`src/rtl/ev20_ctrl_seq.sv`:
```
// ev20_ctrl_seq: fetch/decode/exec/mem sequencer driving the ev20 datapath; EV20_CTRL_CARRY_EN adds the carry flag and JC
module ev20_ctrl_seq (
    input  logic        clk,
    input  logic        rst,
    input  logic        start,
    output logic        if_req,
    output logic [9:0]  if_addr,
    input  logic        if_ack,
    input  logic [47:0] if_data,
    output logic [3:0]  aluc_in,
    output logic        cy_in,
    output logic [1:0]  shifter_sel,
    output logic [5:0]  sel_a_rb,
    output logic [5:0]  sel_b_rb,
    output logic [5:0]  c_sel_rb,
    output logic        y_x_kmx_sel,
    output logic [15:0] y_kmx_in,
    output logic        mr,
    output logic        mw,
    output logic [9:0]  mem_addr,
    input  logic        cy_out,
    output logic        halted
);
    typedef enum logic [2:0] {IDLE, FETCH, DECODE, EXEC, MEM, HALT} state_t;
    state_t state, state_n;
    logic [9:0] pc;
    logic [47:0] ir;
    logic [3:0] op;
    logic alu, ldst, flag, unused;
    assign op = ir[47:44];
    assign alu = op == 4'd1 || op == 4'd2;
    assign ldst = op == 4'd3 || op == 4'd4;
    assign if_addr = pc;
    always_ff @(posedge clk) begin
        if (rst) begin
            state <= IDLE;
            pc <= '0;
            ir <= '0;
        end else begin
            state <= state_n;
            if (state == FETCH && if_ack) ir <= if_data;
            if (state == DECODE) pc <= pc + 10'd1;
            if (state == EXEC && (op == 4'd5 || (op == 4'd6 && flag))) pc <= ir[9:0];
        end
    end
`ifdef EV20_CTRL_CARRY_EN
    always_ff @(posedge clk) begin
        if (rst) flag <= 1'b0;
        else if (state == EXEC && alu) flag <= cy_out;
    end
    assign unused = ^ir[19:16];
`else
    // Without the carry option JC never branches and CY_OUT is ignored.
    assign flag = 1'b0;
    assign unused = ^{ir[19:16], cy_out};
`endif
    always_comb begin
        state_n = state;
        if_req = 1'b0;
        halted = 1'b0;
        aluc_in = '0;
        cy_in = 1'b0;
        shifter_sel = '0;
        sel_a_rb = '0;
        sel_b_rb = '0;
        c_sel_rb = '0;
        y_x_kmx_sel = 1'b0;
        y_kmx_in = '0;
        mr = 1'b0;
        mw = 1'b0;
        mem_addr = '0;
        case (state)
            IDLE: state_n = start ? FETCH : IDLE;
            FETCH: begin
                if_req = 1'b1;
                state_n = if_ack ? DECODE : FETCH;
            end
            DECODE: state_n = EXEC;
            EXEC: begin
                state_n = ldst ? MEM : op == 4'd7 ? HALT : FETCH;
                cy_in = flag;
                if (alu) begin
                    aluc_in = ir[43:40];
                    shifter_sel = ir[39:38];
                    c_sel_rb = ir[37:32];
                    sel_a_rb = ir[31:26];
                    sel_b_rb = ir[25:20];
                    y_x_kmx_sel = op == 4'd2;
                    y_kmx_in = op == 4'd2 ? ir[15:0] : '0;
                end
                if (ldst) begin
                    sel_a_rb = ir[31:26];
                    sel_b_rb = ir[25:20];
                    mem_addr = ir[9:0];
                end
            end
            MEM: begin
                state_n = FETCH;
                mem_addr = ir[9:0];
                mr = op == 4'd3;
                mw = op == 4'd4;
                c_sel_rb = op == 4'd3 ? ir[37:32] : '0;
                sel_b_rb = op == 4'd4 ? ir[25:20] : '0;
            end
            HALT: halted = 1'b1;
            default: state_n = IDLE;
        endcase
    end
endmodule

```
`config.mk`:
```
export PLATFORM = sky130hd
export DESIGN_NAME = ev20_ctrl_seq
export DESIGN_NICKNAME = d
export VERILOG_FILES = /design/src/rtl/ev20_ctrl_seq.sv
export SDC_FILE = /design/constraint.sdc
export NUM_CORES = 1
export LEC_CHECK = 0
export CORE_ASPECT_RATIO = 0.9
export CORE_UTILIZATION = 35
export CTS_BUF_LIST = sky130_fd_sc_hd__clkbuf_2
export DETAILED_ROUTE_END_ITERATION = 8
export MAX_ROUTING_LAYER = met4
export PLACE_DENSITY = 0.71
export SYNTH_ARGS = -nofsm -noshare
export SYNTH_HDL_FRONTEND = slang
export SYNTH_SLANG_ARGS = --single-unit
export TNS_END_PERCENT = 30
```
`constraint.sdc`:
```
create_clock -name clk -period 1.64 [get_ports clk]
set_input_delay 0.328 -clock clk [delete_from_list [all_inputs] [get_ports clk]]
set_output_delay 0.328 -clock clk [all_outputs]
set_load 0.005 [all_outputs]
```
# Word level (Yosys, flattened, before mapping)
# Cells that the tools add are included.
[word_totals]
ff_bits = 61
input_bits = 53
out_inout_bits = 66
elab_cells = 53
[classes]
n_addsub = 1
eq_ne = 11
n_mux = 32
n_reduce_logical = 6
[ops]
columns = ["op", "count"]
rows = [
  ["$mux W16", 3],
  ["$mux W6", 8],
  ["$mux W10", 3],
  ["$pmux W6 S2", 2],
  ["$pmux W10 S2", 1],
  ["$pmux W3 S6", 1],
  ["$eq A4 B3 Y1 const B", 3],
  ["$add A10 B1 Y10 const B", 1],
  ["$eq A4 B2 Y1 const B", 2],
  ["$mux W4", 2],
  ["$mux W1", 7],
  ["$eq A3 B2 Y1 const B", 2],
  ["$eq A3 B3 Y1 const B", 2],
  ["$mux W2", 3],
  ["$mux W3", 2],
  ["$eq A4 B1 Y1 const B", 1],
  ["$eq A3 B1 Y1 const B", 1],
  ["$logic_not A3 Y1", 1],
  ["$logic_and A1 B1 Y1", 2],
  ["$logic_or A1 B1 Y1", 2],
  ["$reduce_bool A2 Y1", 1],
]

# Depth between registers and ports, before layout
# Gate-level depths: netlist of run 1.
[logic_depth]
word_depth = 5
mapped_depth = 7
ltp_nobuf = 5

# Least setup slack after synthesis of run 1
# Ideal clock, no wire load.
[synth_path]
path_type = "register to output"
from = "reg state[0]"
to = "out y_kmx_in[10]"
arrival_time_ns = 1.324
required_time_ns = 1.312
slack_ns = -0.012
stages_incl_launch_ff = 7
n_path_buf = 2
cell_sequence = "dfxtp_1 -> buf_2 -> and3b_1 -> nand2_1 -> nor4_4 -> buf_2 -> and2_1"
[synth_between]
elab_chain_len = 2
[synth_rtl]
columns = ["item", "line_no", "rtl"]
rows = [
  ["start: declaration", "25", "state_t state, state_n;"],
  ["start signal: assignment", "40", "state <= state_n;"],
  ["$eq A3 B2 Y1", "72", "case (state)"],
  ["$mux W16", "72", ""],
  ["end: declaration", "17", "output logic [15:0] y_kmx_in,"],
]
# Every way passes these cells.

# Final worst setup path of run 1
[layout_path]
from = "reg state[0]"
to = "out aluc_in[3]"
[layout_between]
elab_chain_len = 2
[layout_rtl]
columns = ["item", "line_no", "rtl"]
rows = [
  ["$eq A3 B2 Y1", "72", ""],
  ["$mux W4", "72", ""],
  ["end: declaration", "10", "output logic [3:0] aluc_in,"],
]
# Every way passes these cells.

==> impl_metrics.ini, run 1 <==
[critical_path]
slowest_stage = dfxtp_4
start_kind = flop
reg2reg_to = if_addr[0]
crit_path_cell_trace = and3b_2 > buf_6 > nand2_4 > nor3b_2 > buf_4 > buf_4 > buf_4 > and2_1 > buf_2
path_depth = 9
rr_worst_depth = 6
crit_required_ps = 1310
worstPathMaxFanout = 5
critPathTopFamily = buffers and inverters
crit_type = reg2out
path_common_cell = buf_4
worst-path-buf-inv = 5
arrival_ps = 1960
timing.rr.start = state[1]
rrSetupSlack_ps = 30
endpoint_kind = output port
slowest_delay_ps = 400

[global_routing]
grt_max_degree = 31
grt_pass1_vias = 2809
grt_overflow = 0
grt_pass1_wl_mm = 12.9
antenna_found_initial = 0
track_usage = 0.207

[yosys]
yosysWarnings = 0
synth_cells = 366
synth-main-ff-cell = dfxtp_1
avgSynthCellArea_um2 = 7.64
async_reset_ff_frac = 0
netlist_area_um2 = 2800
synth_edf_count = 0
ys_ff_latch = 57
syn_nets = 420
ys_types = 41
seq_area_frac_synth = 0.408

[cts]
cts_sinks = 57
cts_made_buffers = 9
cts_root_buffer = clkbuf_2
h-tree-depth = 3
cts_tree = built
cts.path.max_buffers = 2
clk_pin_slew_ps = 150
clk_latency_ps = 480

[route]
via_per_inst = 4.91
routed-via-count = 2985
drtAntennaViolNets = 0
drt-total-wl_mm = 8.17
wl_per_cell_um = 13.4
first_pass_iters = 5
drcViolationCount = 0
first_iter_violations = 115

[timing]
max_freq_ghz = 0.438
rsz0062_at_grt = yes
fin_crit_ps = 2280
hold_slack_ps = 236
finalSetupViolations = 55
fin_setup_tns_ps = -29200
hold_viol_final = 0
fin_crit_sh = 1.39
fin_worst_skew_ps = 19.5
fin_ws_ps = -643
drv_slew = 0

[die]
core_um2 = 7620
initial_utilization = 0.367
fp.dieW_um = 96.2
die-area_um2 = 8350
die_h_um = 86.8
ios = 119
fp-row-count = 30

[pwr]
p_switching_uw = 722
p_seq_frac = 0.543
p_int_uw = 1980
swShare = 0.267
peakVddDrop_v = 0.000401
pwr-share-clk = 0.312
leakagePower_uw = 0.00184
p_per_area_nw_per_um2 = 610
pwr-share-comb = 0.145

[final_layout]
utilization = 0.581
area_growth_pct = 58.5
drive_above_1_share = 0.332
diodes = 0
finalNetCount = 562

[hold_path]
hold_depth = 2
hold_start = rst
hp-class = in2reg
worstHoldEndpoint = if_addr[0]

[placed_design]
globalplace.congestion = 0.818
dpl.hpwl_mm = 5.56
port-buffer-count = 112

[outcome]
violations = setup timing
status = finished with violations

[job]
max-cap-violations = 0
==> registers in the layout, indices dropped and copies added, names as in the netlist <==
| signal | flops |
|---|---|
| state | 3 |
| if_addr | 10 |
| ir | 44 |
==> worst max path at each step <==
stage,start,endpoint
after CTS,ir[44],mem_addr[9]
after floorplan,state[0],y_kmx_in[10]
final,state[0],aluc_in[3]
after global placement,ir[46],mem_addr[5]
after global routing,state[2],sel_b_rb[5]
after detailed placement,ir[46],mem_addr[9]
==> power by group through the flow <==
stage                     Clock [uW]  Combinational, uW  Sequential, uW
final                            844                391            1470
after global routing             950                430            1480
after CTS                        866                375            1460
after detailed placement           0                363            1500
after global placement             0                357            1500
after floorplan                    0                178            1490
==> cells by family after synthesis <==
logic type,synth area share
xor+xnor,0.00313
fa+ha+maj,0.00448
other cells,0.00134
mux,0.00358
flops,0.408
compound gates,0.167
simple gates,0.352
buf+inv,0.0604
==> area by class of cell <==
class	count	area, um2
Tap cell	96	120
Clock buffer	10	50.0
Multi-Input combinational cell	276	1630
Fill cell	693	3190
Clock inverter	5	47.5
Timing Repair Buffer	159	1370
Sequential cell	57	1190
Inverter	5	18.8
==> per-stage QoR <==
stage	std cells	setup WS, ps	total power [uW]	area (um2)
2_1_floorplan	366	11.5	1660	2800
3_3_place_gp	578	-475	1860	4160
3_5_place_dp	578	-556	1870	4160
4_1_cts	597	-907	2710	4380
5_1_grt	608	-795	2860	4430
6_report	608	-643	2700	4430
==> synth_stat cells, types with 2 or more instances <==
cell	number	area (um2)
buf_4	8	60.1
and3_1	4	25.0
and3b_1	2	17.5
dfxtp_1	57	1140
nor2b_1	12	75.1
nor3b_2	4	50.1
a32oi_1	2	17.5
nor3_1	3	15.0
nor2_1	9	33.8
a31oi_1	3	18.8
or3_1	3	18.8
a41oi_1	2	17.5
a22oi_1	2	15.0
and2_1	43	269
clkbuf_1	12	45.0
nor3b_1	3	22.5
o21ai_1	4	20.0
and4_1	2	17.5
o21ai_0	5	25.0
inv_1	5	18.8
nand4_1	3	18.8
nand2_1	96	360
buf_2	6	30.0
a21oi_1	58	290
nand3_1	2	10.0
==> metal layers <==
metal	share of wire	up-vias	wire (um)	GRT usage
met5	0	-	0	-
met4	0.014	0	114	0.0583
met3	0.057	13	465	0.0719
met2	0.49	83	4030	0.335
met1	0.43	1381	3550	0.243
li1	-	1508	-	-
==> cells in the final DEF, fill, tap and decap left out, types with 3 or more instances in the layout <==
master           count
clkdlybuf4s15_2     12
a21oi_1             57
and2_1              31
nor2_1               8
o21ai_1              6
clkbuf_2            29
and2_4              11
buf_4               33
dfxtp_4             10
buf_6               17
dlygate4sd2_1       10
and3_1               3
a31oi_1              3
nand4_1              3
buf_12               3
nand2_1             93
nor3b_2              5
dfxtp_1             41
clkdlybuf4s50_1     46
dfxtp_2              6
inv_1                5
buf_2               19
nor2b_1             10
o21ai_0              3
==> what timing repair did <==
action / CTS / global route
pin swaps: 8 / 11
hold buffers: 0 / 0
resized for setup: 175 / 96
endpoints found under the setup margin: 75 / 64
buffers inserted: 4 / 12
Note: power is estimated with default switching activity, not from simulation.
==> run 2, diff against run 1 <==
- CTS_CLUSTER_DIAMETER: unset -> 100
- HOLD_SLACK_MARGIN: unset -> 0.02
- PLACE_DENSITY: 0.71 -> 0.68
- clock period: 1.64 -> 2.7 ns (I/O delays scaled with it)
==> run 2 against run 1 <==
Effect of this change: the flow now finishes without violations; utilization is 1.9 points lower; register-to-register slack better by 910 ps; wire length is 2.4% lower; final cell count is 2.6% lower; total power is 40% lower; critical endpoint is now aluc_in[2]; largest cell class unchanged; largest power group unchanged.
==> impl_metrics.ini, run 2 (same netlist as run 1, synthesis figures left out) <==
[timing]
max_slew_margin = 0.638
fin_crit_ps = 2670
rsz0062_at_grt = yes
drv_slew = 0
hold_viol_final = 0
fin_crit_sh = 0.990
worst_pin_slew_ps = 542
finalSetupViolations = 0
fin_worst_skew_ps = 28.3
fin_ws_ps = 26.8
fin_setup_tns_ps = 0
max_freq_ghz = 0.374

[final_layout]
regMostFlops = ir
fillCellCount = 738
layout_common_cells = 95 x nand2_1, 62 x clkdlybuf4s50_1, 58 x a21oi_1
drive_above_1_share = 0.137
layout_commonest_cell = nand2_1
utilization = 0.562
area_growth_pct = 53.3
largest_register_ffs = 44
finalNetCount = 546
multiInputGateArea_um2 = 1540
regArea_um2 = 1160
diodes = 0

[pwr]
swShare = 0.266
p_per_area_nw_per_um2 = 378
p_int_uw = 1190
p_switching_uw = 431
pwr-share-comb = 0.129
peakVddDrop_v = 0.000188
pwr-share-clk = 0.319
leakagePower_uw = 0.00202
p_seq_frac = 0.552

[placed_design]
globalplace.congestion = 0.800
dpl.hpwl_mm = 5.27
port-buffer-count = 112
dp_slack_ps = 201

[cts]
clk_pin_slew_ps = 140
cts_sinks = 57
clk_latency_ps = 460
cts.path.max_buffers = 2
cts_root_buffer = clkbuf_2
cts_made_buffers = 9
cts_tree = built
h-tree-depth = 3
cts_hold_buf = 0

[critical_path]
reg2reg_to = if_addr[8]
slowest_stage = clkdlybuf4s50_1
start_kind = flop
rr_worst_depth = 4
crit_required_ps = 2160
crit_type = reg2out
crit_path_cell_trace = and3b_2 > nand2_4 > nor3b_2 > buf_4 > and2_1 > clkdlybuf4s50_1
worstPathMaxFanout = 6
slowest_delay_ps = 490
endpoint_kind = output port
timing.rr.start = state[0]
arrival_ps = 2130
rrSetupSlack_ps = 940

[hold_path]
hp-class = reg2reg
hold_start = ir[29]
hold_depth = 2
worstHoldEndpoint = ir[29]

[global_routing]
grt_pass1_vias = 2739
antenna_found_initial = 0
grt_max_degree = 27
track_usage = 0.204
grt_pass1_wl_mm = 12.7
grt_overflow = 0

[die]
fp.dieW_um = 96.2
core_um2 = 7620
fp-row-count = 30
die_h_um = 86.8
die-area_um2 = 8350
initial_utilization = 0.367
ios = 119

[route]
first_iter_violations = 101
routed-via-count = 2852
drt-total-wl_mm = 7.97
drcViolationCount = 0
via_per_inst = 4.82
wl_per_cell_um = 13.5
drtAntennaViolNets = 0
first_pass_iters = 4

[outcome]
status = completed

[job]
max-cap-violations = 0
-- run 2: layout make-up --
class,instances,area share
Multi-Input combinational cell,276,0.358
Clock buffer,10,0.0117
Tap cell,96,0.0280
Inverter,5,0.00438
Timing Repair Buffer,143,0.315
Clock inverter,5,0.0111
Sequential cell,57,0.272
-- run 2: what timing repair did --
item | CTS | global route
pin swaps | 3 | 1
resized for setup | 57 | 22
endpoints found under the setup margin | 51 | 17
gates cloned | 0 | 1
buffers inserted | 8 | 9
-- run 2: layer usage --
metal  vias to the layer above  part of all wire  track usage
met1                      1312              0.45        0.246
met4                         0            0.0088       0.0773
met3                         6             0.059       0.0509
met2                        68              0.48        0.327
li1                       1466                 -            -
met5                         -                 0            -
-- run 2: stage by stage --
stage / hold slack, ps / cell area (um2) / power, uW / std cells
6_report: 461 / 4290 / 1620 / 592
5_1_grt: 487 / 4290 / 1700 / 592
4_1_cts: 461 / 4170 / 1630 / 582
3_5_place_dp: 442 / 3980 / 1110 / 559
3_3_place_gp: 437 / 3980 / 1110 / 559
2_1_floorplan: 432 / 2800 / 1010 / 366
-- run 2: worst max-delay path, delay by kind of cell (launching register included) --
family / cells / cell delay [ps]
buf+inv: 2 / 640
flops: 1 / 390
simple gates: 4 / 670
-- run 2: worst max path at each step --
| stage | start | endpoint | slack (ps) | cells past startpoint |
|---|---|---|---|---|
| floorplan | state[0] | y_kmx_in[10] | 840 | 6 |
| global placement | state[2] | sel_b_rb[4] | 230 | 6 |
| detailed placement | ir[46] | mem_addr[2] | 200 | 5 |
| CTS | ir[46] | y_kmx_in[10] | -70 | 6 |
| global route | state[2] | aluc_in[2] | -110 | 6 |
| finish | state[2] | aluc_in[2] | 30 | 6 |
-- run 2: power by group through the flow --
stage	registers (uW)	logic [uW]	clock network [uW]
6_report	894	209	516
5_1_grt	900	234	568
4_1_cts	895	206	535
3_5_place_dp	915	197	0
3_3_place_gp	913	193	0
2_1_floorplan	903	108	0
==> run 3, diff against run 2 <==
- ABC_AREA: unset -> 1
==> run 3 against run 2 <==
Effect of this change: wire length is 2.0% lower; global-route usage is 0.78 points lower; total power is 13% higher; largest power group unchanged; non-clock buffer count decreased by 15; maximum frequency grew 1.9%; count of clock-buffer cells in the layout fell by 1; hold slack improved by 2.4 ps; clock skew grew 2.2 ps; critical path depth stayed put; flip-flop and latch count unchanged.
==> impl_metrics.ini, run 3 <==
[pwr]
peakVddDrop_v = 0.000207
leakagePower_uw = 0.00255
p_total_uw = 1820
p_per_area_nw_per_um2 = 413

[die]
fp.dieW_um = 95.9
die-area_um2 = 8290
initial_utilization = 0.364
die_h_um = 86.5
core_um2 = 7620
ios = 119
fp-row-count = 30

[yosys]
ys_ff_latch = 57
synth-main-ff-cell = dfxtp_1
netlist_area_um2 = 2780
async_reset_ff_frac = 0
yosys-top-cells-area = dfxtp_1 41%, nor2_1 12%, o21ai_0 8.5%, inv_1 8.0%, a21oi_1 7.0%
syn_nets = 466
yosysTopAreaCell = dfxtp_1
ys_types = 30
seq_area_frac_synth = 0.411
synth_edf_count = 0
yosysWarnings = 0
ys_top_cells_by_count = 88 x nor2_1, 59 x inv_1, 57 x dfxtp_1
synth_top_area_frac = 0.411
avgSynthCellArea_um2 = 6.74
post-synth-top-count-cell = nor2_1
synth_cells = 412

[final_layout]
layout_commonest_cell = nor2_1
diodes = 0
regMostFlops = ir
layout_common_cells = 82 x nor2_1, 65 x clkdlybuf4s50_1, 54 x inv_1
multiInputGateArea_um2 = 1390
final_cells = 630
largest_register_ffs = 44
regArea_um2 = 1160
fillCellCount = 745
area_growth_pct = 59.0
drive_above_1_share = 0.139
finalNetCount = 584

[route]
first_pass_iters = 4
via_per_inst = 4.68
routed-via-count = 2948
wl_per_cell_um = 12.4
drt-total-wl_mm = 7.81
drcViolationCount = 0
drtAntennaViolNets = 0
first_iter_violations = 80

[hold_path]
hp-class = reg2reg
hold_depth = 2

[outcome]
status = completed

[critical_path]
crit_type = reg2out
start_kind = flop
endpoint_kind = output port
rr_worst_depth = 10
worstPathMaxFanout = 6
crit_required_ps = 2160
arrival_ps = 2080

[cts]
cts_sinks = 57
h-tree-depth = 3
cts_made_buffers = 9
cts.path.max_buffers = 2
clk_pin_slew_ps = 160
cts_tree = built
cts_root_buffer = clkbuf_2
clk_latency_ps = 480

[global_routing]
grt_overflow = 0
grt_pass1_wl_mm = 12.2
grt_pass1_vias = 2747
grt_max_degree = 63
antenna_found_initial = 0
track_usage = 0.196

[timing]
hold_viol_final = 0
fin_crit_sh = 0.971
fin_crit_ps = 2620
finalSetupViolations = 0
fin_worst_skew_ps = 30.5
fin_setup_tns_ps = 0
max_freq_ghz = 0.381
drv_slew = 0
rsz0062_at_grt = yes

[placed_design]
port-buffer-count = 112
globalplace.congestion = 0.838
dpl.hpwl_mm = 5.40
dp.cells = 603

[job]
max-cap-violations = 0
[run 3: stage by stage]
step	utilization	worst slack [ps]	cell area, um2	hold WS [ps]
after CTS	0.548	-15.8	4180	463
final	0.579	77.4	4420	463
after global placement	0.515	254	3920	438
after global routing	0.579	-61.9	4420	479
after floorplan	-	1000	2780	430
after detailed placement	0.515	263	3920	442
[run 3: layer usage]
metal | part of all wire | GRT usage | vias to the layer above
met3 | 0.058 | 0.0570 | 7
met2 | 0.50 | 0.347 | 76
li1 | - | - | 1537
met4 | 0.0096 | 0.0393 | 0
met1 | 0.44 | 0.219 | 1328
met5 | 0 | - | -
[run 3: final timing paths]
kind / from / to / slack (ps)
max: state[1] / sel_a_rb[0] / 80
min: ir[10] / ir[10] / 460
max reg2reg: state[1] / if_addr[6] / 900
min reg2reg: ir[10] / ir[10] / 460
[run 3: area by class of cell]
cell class	count	share of cell area
clock buffers	9	0.0102
repair buffers	128	0.313
well taps	96	0.0272
inverters	61	0.0533
clock inverters	6	0.0190
flip-flops and latches	57	0.262
multi-input cells	273	0.315
[run 3: critical path: stages (launching register included)]
cell             delay [ps]
dfxtp_2                 440
nand2_1                 120
nor2_4                  200
buf_4                   170
o21ai_4                  80
nor2_1                   90
clkdlybuf4s50_1         500
[run 3: report_power, final]
part	internal (uW)	switching (uW)	total (uW)
Combinational	132	145	278
Clock	297	319	615
Sequential	899	31.2	930
Total	1330	495	1820
[run 3: cells by family after synthesis]
logic type               share of synthesized area
AND/OR/NAND/NOR                              0.264
AO/OA/AOI/OAI                                0.187
buffers and inverters                        0.132
flip-flops                                   0.411
adder cells (fa/ha/maj)                    0.00451
other                                      0.00135
[run 3: timing repair]
action | CTS | global route
endpoints found under the setup margin | 50 | 47
setup buffers | 5 | 7
pin swaps | 2 | 13
gates resized for setup | 27 | 71
gates cloned | 0 | 0
hold endpoints to repair | 0 | 0
hold buffers | 0 | 0
